--- config.mk ---
export PLATFORM = sky130hd
export DESIGN_NAME = imem_fetch_ctrl
export DESIGN_NICKNAME = d
export VERILOG_FILES = /design/src/rtl/imem_fetch_ctrl.sv
export SDC_FILE = /design/constraint.sdc
export NUM_CORES = 1
export LEC_CHECK = 0
export BUFFER_PORTS_ARGS = -buffer_cell sky130_fd_sc_hd__buf_2
export CAP_MARGIN = 10
export CELL_PAD_IN_SITES_DETAIL_PLACEMENT = 1
export CELL_PAD_IN_SITES_GLOBAL_PLACEMENT = 1
export CORE_ASPECT_RATIO = 1.4
export CORE_MARGIN = 2
export CORE_UTILIZATION = 53
export DETAILED_ROUTE_END_ITERATION = 10
export PLACE_DENSITY_LB_ADDON = 0.1
export SLEW_MARGIN = 5
export SYNTH_ARGS = -nofsm -noshare
export SYNTH_HDL_FRONTEND = slang
export SYNTH_SLANG_ARGS = --single-unit
--- constraint.sdc ---
create_clock -name clk -period 7.4 [get_ports clk]
set_clock_uncertainty 0.05 [all_clocks]
set_input_delay 0.37 -clock clk [delete_from_list [all_inputs] [get_ports clk]]
set_output_delay 0.37 -clock clk [all_outputs]
set_load 0.02 [all_outputs]
--- src/rtl/imem_fetch_ctrl.sv ---
// Instruction-fetch sequencer: drives the combinational ROM address from the fetch PC and queues {pc, word} pairs for decode.
// Latency: a word is pushed on the edge it is addressed and is presented to decode on the following cycle; redirect target is visible 2 cycles after the redirect edge.
// Backpressure: instr_ready low fills the DEPTH-entry queue, then fetch_pc/imem_addr hold until a pop frees a slot. Optional FETCH_HALT_EN adds a halted output and stops fetch after a zero word.
module imem_fetch_ctrl #(
  parameter int N     = 32,
  parameter int AW    = 7,
  parameter int DEPTH = 4
) (
  input  logic          clk,
  input  logic          reset,
  output logic [AW-1:0] imem_addr,
  input  logic [N-1:0]  imem_q,
  input  logic          redirect_valid,
  input  logic [63:0]   redirect_pc,
  output logic          instr_valid,
  input  logic          instr_ready,
  output logic [N-1:0]  instr,
  output logic [63:0]   instr_pc,
  output logic [63:0]   fetch_pc_o
`ifdef FETCH_HALT_EN
  ,
  output logic          halted
`endif
);

  localparam int PW = $clog2(DEPTH);
  localparam int CW = PW + 1;
  localparam logic [CW-1:0] FULL = CW'(DEPTH);

  // Architectural state
  logic [63:0]   r_fetch_pc;
  logic [N-1:0]  r_q_dat [DEPTH];
  logic [63:0]   r_q_pc  [DEPTH];
  logic [PW-1:0] r_wr_ptr;
  logic [PW-1:0] r_rd_ptr;
  logic [CW-1:0] r_count;
  logic          r_instr_vld;
  logic [N-1:0]  r_instr;
  logic [63:0]   r_instr_pc;

  // Next-state helpers
  logic          w_halt_blk;
  logic          w_pop;
  logic          w_push;
  logic [CW-1:0] w_cnt_after_pop;
  logic [CW-1:0] w_cnt_nxt;
  logic [PW-1:0] w_rd_nxt;
  logic          w_bypass;
  logic [N-1:0]  w_head_dat;
  logic [63:0]   w_head_pc;
  logic [63:0]   w_redirect_tgt;

`ifdef FETCH_HALT_EN
  logic r_halted;

  // Halt latch: set when a zero word is enqueued, cleared by any redirect
  always_ff @(posedge clk or negedge reset) begin
    if (!reset) begin
      r_halted <= 1'b0;
    end else if (redirect_valid) begin
      r_halted <= 1'b0;
    end else if (w_push && (imem_q == '0)) begin
      r_halted <= 1'b1;
    end
  end

  assign w_halt_blk = r_halted;
  assign halted     = r_halted;
`else
  assign w_halt_blk = 1'b0;
`endif

  // Handshake and queue-occupancy arithmetic
  always_comb begin
    w_pop           = r_instr_vld & instr_ready;
    w_push          = ~redirect_valid & ~w_halt_blk & ((r_count < FULL) | w_pop);
    w_cnt_after_pop = r_count - {{(CW-1){1'b0}}, w_pop};
    w_cnt_nxt       = redirect_valid ? '0 : (w_cnt_after_pop + {{(CW-1){1'b0}}, w_push});
    w_rd_nxt        = redirect_valid ? '0 : (r_rd_ptr + {{(PW-1){1'b0}}, w_pop});
    // The slot being written becomes the head only when the queue would otherwise be empty
    w_bypass        = w_push & (w_cnt_after_pop == '0);
    w_head_dat      = w_bypass ? imem_q     : r_q_dat[w_rd_nxt];
    w_head_pc       = w_bypass ? r_fetch_pc : r_q_pc[w_rd_nxt];
    w_redirect_tgt  = redirect_pc & ~64'h3;
  end

  // Queue storage: capture the addressed word together with its PC
  always_ff @(posedge clk or negedge reset) begin
    if (!reset) begin
      for (int i = 0; i < DEPTH; i++) begin
        r_q_dat[i] <= '0;
        r_q_pc[i]  <= '0;
      end
    end else if (w_push) begin
      r_q_dat[r_wr_ptr] <= imem_q;
      r_q_pc[r_wr_ptr]  <= r_fetch_pc;
    end
  end

  // Queue pointers and occupancy; a redirect flushes everything
  always_ff @(posedge clk or negedge reset) begin
    if (!reset) begin
      r_wr_ptr <= '0;
      r_rd_ptr <= '0;
      r_count  <= '0;
    end else begin
      r_rd_ptr <= w_rd_nxt;
      r_count  <= w_cnt_nxt;
      if (redirect_valid) begin
        r_wr_ptr <= '0;
      end else if (w_push) begin
        r_wr_ptr <= r_wr_ptr + {{(PW-1){1'b0}}, 1'b1};
      end
    end
  end

  // Fetch PC: jump on redirect, advance by one word on every push
  always_ff @(posedge clk or negedge reset) begin
    if (!reset) begin
      r_fetch_pc <= '0;
    end else if (redirect_valid) begin
      r_fetch_pc <= w_redirect_tgt;
    end else if (w_push) begin
      r_fetch_pc <= r_fetch_pc + 64'd4;
    end
  end

  // Registered head: load the post-edge head, hold the last value while empty
  always_ff @(posedge clk or negedge reset) begin
    if (!reset) begin
      r_instr_vld <= 1'b0;
      r_instr     <= '0;
      r_instr_pc  <= '0;
    end else begin
      r_instr_vld <= (w_cnt_nxt != '0);
      if (w_cnt_nxt != '0) begin
        r_instr    <= w_head_dat;
        r_instr_pc <= w_head_pc;
      end
    end
  end

  assign imem_addr   = r_fetch_pc[AW+1:2];
  assign fetch_pc_o  = r_fetch_pc;
  assign instr_valid = r_instr_vld;
  assign instr       = r_instr;
  assign instr_pc    = r_instr_pc;

endmodule

==> results.py <==
metrics = {
    "status": {
        "status": "complete, no violations",
    },
    "setup_path": {
        "path_delay_family": "buffers and inverters",
        "critPathKind": "reg -> reg",
        "cp.arrival_ps": 5310,
        "crit_chain": "a21boi_2 -> nor2_1 -> ha_1 -> ha_1 -> xnor3_1 -> nor2_1 -> nor3_4 -> buf_4 -> inv_2 -> buf_4 -> and3_1 -> a221o_1",
        "worstPathRequired_ps": 7860,
        "r2r_start": "r_count[2]$_DFF_PN0_",
        "startpoint": "r_count[2]$_DFF_PN0_",
        "slowest_stage": "inv_2",
        "cp_num_buf_inv": 3,
        "startpoint_type": "register",
        "cp-end-kind": "register",
        "worstPathMaxFanout": 49,
        "slowest_delay_ps": 830,
    },
    "die": {
        "ios": 268,
        "rows": 93,
        "die_x_um": 186,
        "start_util": 0.535,
        "die_height_um": 259,
        "core_region_area_mm2": 0.0460,
        "die_area_mm2": 0.0482,
    },
    "timing": {
        "tns_ps": 0,
        "hold_viol": 0,
        "fin_crit_ps": 4850,
        "worst_pin_slew_ps": 1090,
        "relSlewSlack": 0.272,
        "final-max-slew-violation-count": 0,
        "fmax_mhz": 206,
        "period_share": 0.656,
        "setup_viol": 0,
        "rsz0062_at_grt": "false",
        "fin_ws_ps": 2550,
    },
    "grt": {
        "grt-ovfl-total": 0,
        "grt_max_degree": 197,
        "grt_pass1_vias": 18287,
        "grt_use_total": 0.290,
        "antenna_found_initial": 5,
        "grt_pass1_wl_um": 107000,
    },
    "power_and_ir_drop": {
        "seq_power_share": 0.402,
        "power_switching_mw": 4.52,
        "p_int_mw": 8.23,
        "p_leak_nw": 12.5,
        "cellPowerDensity_mw_per_mm2": 448,
        "ir_worst_vdd_mv": 0.330,
        "clockPowerShare": 0.215,
        "comb_power_share": 0.382,
        "p_sw_frac": 0.355,
    },
    "synthesis": {
        "synthTopCellsByCount": "540 x dfrtp_1, 377 x mux2_2, 105 x and3_1",
        "ys_warn_count": 0,
        "yosys_most_used_dff": "dfrtp_1",
        "yosysMostFrequentCell": "dfrtp_1",
        "synth_top_area_share": 0.549,
        "syn_area_mm2": 0.0246,
        "yosys-top-cells-area": "dfrtp_1 55%, mux2_2 17%, mux4_2 8.6%",
        "async_flop_share": 1.00,
        "synthDistinctLibCells": 47,
        "synth_area_leader_cell": "dfrtp_1",
        "synth_edf_count": 0,
        "syn-instance-count": 1747,
        "ys_ff_latch": 540,
        "ys_seq_area_frac": 0.549,
        "syn_area_per_cell_um2": 14.1,
    },
    "placed_design": {
        "dpl.cell_count": 2482,
        "port_buffers": 261,
        "dp_hpwl_um": 39600,
        "pre_cts_ws_ps": 2610,
        "globalplace.congestion": 0.776,
    },
    "route": {
        "wirelength_um": 68200,
        "avgViaCountPerCell": 6.16,
        "via_count": 16226,
        "firstDrtPassIters": 5,
        "drc": 0,
        "drt-wirelength-per-cell_um": 25.9,
        "ant_nets": 0,
        "drt_iter0_drc": 911,
    },
    "layout": {
        "syn2layout_area_growth_pct": 15.8,
        "fillers": 4374,
        "drive_gt1_frac": 0.432,
        "final_cells": 2636,
        "fin_nets": 2083,
        "final_core_util": 0.620,
    },
    "min_path": {
        "min_path_type": "in -> reg",
        "min_from": "redirect_pc[4]",
    },
    "clock_network": {
        "clk_latency_ps": 590,
        "numClockSinks": 540,
        "clockBufferDepth": 3,
        "cts-root-buf": "clkbuf_16",
        "post-cts-setup-buffers": 0,
        "htree_levels": 2,
        "tritoncts": "yes",
        "clkTransAtPathRegs_ps": 70,
        "cts_inserted_buffers": 52,
    },
    "job": {
        "maxCapViolCount": 0,
    },
}
worst register-to-register path, cell delays in order, from the launching register on:
cell,delay (ps)
dfrtp_1,420
a21boi_2,750
nor2_1,250
ha_1,280
ha_1,190
xnor3_1,210
nor2_1,270
nor3_4,80
buf_4,320
inv_2,850
buf_4,700
and3_1,290
a221o_1,130
metrics by stage:
stage | instance area, um2 | power (mW) | hold WS (ps)
4_1_cts | 28500 | 12.9 | 0.169
5_1_grt | 28500 | 13.4 | 20.8
2_1_floorplan | 24600 | 8.37 | 24.4
3_5_place_dp | 26200 | 10.0 | 442
6_report | 28500 | 12.8 | 13.9
3_3_place_gp | 26200 | 9.70 | 433
placed cells by master, fill, tap and decap left out, types with 31 or more instances in the layout:
cell	netlist	final
and3_1	105	105
mux4_2	94	94
mux2_2	377	377
dlygate4sd3_1	0	56
a221o_1	94	94
clkbuf_16	0	53
dfrtp_1	540	540
buf_2	57	259
o21ai_0	43	43
nor2_1	34	31
nand2_1	72	72
final timing paths:
| check | endpoint | slack [ps] | depth (start not counted) |
|---|---|---|---|
| max | instr_pc[48]$_DFFE_PN0P_ | 2550 | 12 |
| min | fetch_pc_o[4]$_DFFE_PN0N_ | 10 | 3 |
| max reg2reg | instr_pc[48]$_DFFE_PN0P_ | 2550 | 12 |
| min reg2reg | r_q_dat[10]$_DFFE_PN0P_ | 450 | 1 |
| max in group asynchronous | instr[30]$_DFFE_PN0P_ | 5290 | 3 |
| min in group asynchronous | instr_pc[54]$_DFFE_PN0P_ | 450 | 2 |
kinds of logic after synthesis:
group | count (synthesis) | synth area share
DFF | 540 | 0.549
muxes | 472 | 0.259
and+or+nand+nor | 327 | 0.0794
AOI/OAI and AO/OA | 177 | 0.0576
buffers and inverters | 176 | 0.0333
xor gates and xnor gates | 46 | 0.0169
adders and majority gates | 8 | 0.00407
other | 1 | 0.000152
repair_timing:
| item | in CTS | in global routing |
|---|---|---|
| hold buffers | 56 | 0 |
| endpoints found under the hold margin | 180 | 0 |
| resized for setup | 0 | 0 |
registers in the layout (all words and copies together) (netlist names):
signal / cells
r_count: 3
r_q_pc: 248
r_rd_ptr: 2
instr_valid: 1
r_wr_ptr: 2
r_q_dat: 128
instr: 32
instr_pc: 62
fetch_pc_o: 62
routing by layer:
metal | share of wire | vias up | GRT usage
li1 | - | 6967 | -
met1 | 0.41 | 8700 | 0.376
met2 | 0.51 | 443 | 0.500
met3 | 0.048 | 110 | 0.0457
met4 | 0.028 | 6 | 0.0956
met5 | 0.00053 | - | 0
power by group through the flow:
stage	logic [mW]	clock network, mW	registers (mW)
after floorplan	3.20	0	5.16
after global placement	4.68	0	5.02
after detailed placement	4.88	0	5.15
after CTS	4.94	2.80	5.12
after global routing	5.21	2.91	5.29
final	4.87	2.74	5.13
layout make-up:
| class | instances | area, um2 | share of cell area |
|---|---|---|---|
| repair buffers | 337 | 2080 | 0.0730 |
| flip-flops and latches | 540 | 13500 | 0.475 |
| inverters | 10 | 37.5 | 0.00132 |
| multi-input cells | 1034 | 10300 | 0.362 |
| clock buffers | 71 | 1480 | 0.0521 |
| diodes | 2 | 5.00 | 0.000176 |
| clock inverters | 25 | 263 | 0.00923 |
| well taps | 617 | 772 | 0.0271 |
Note: power is estimated with default switching activity, not from simulation.
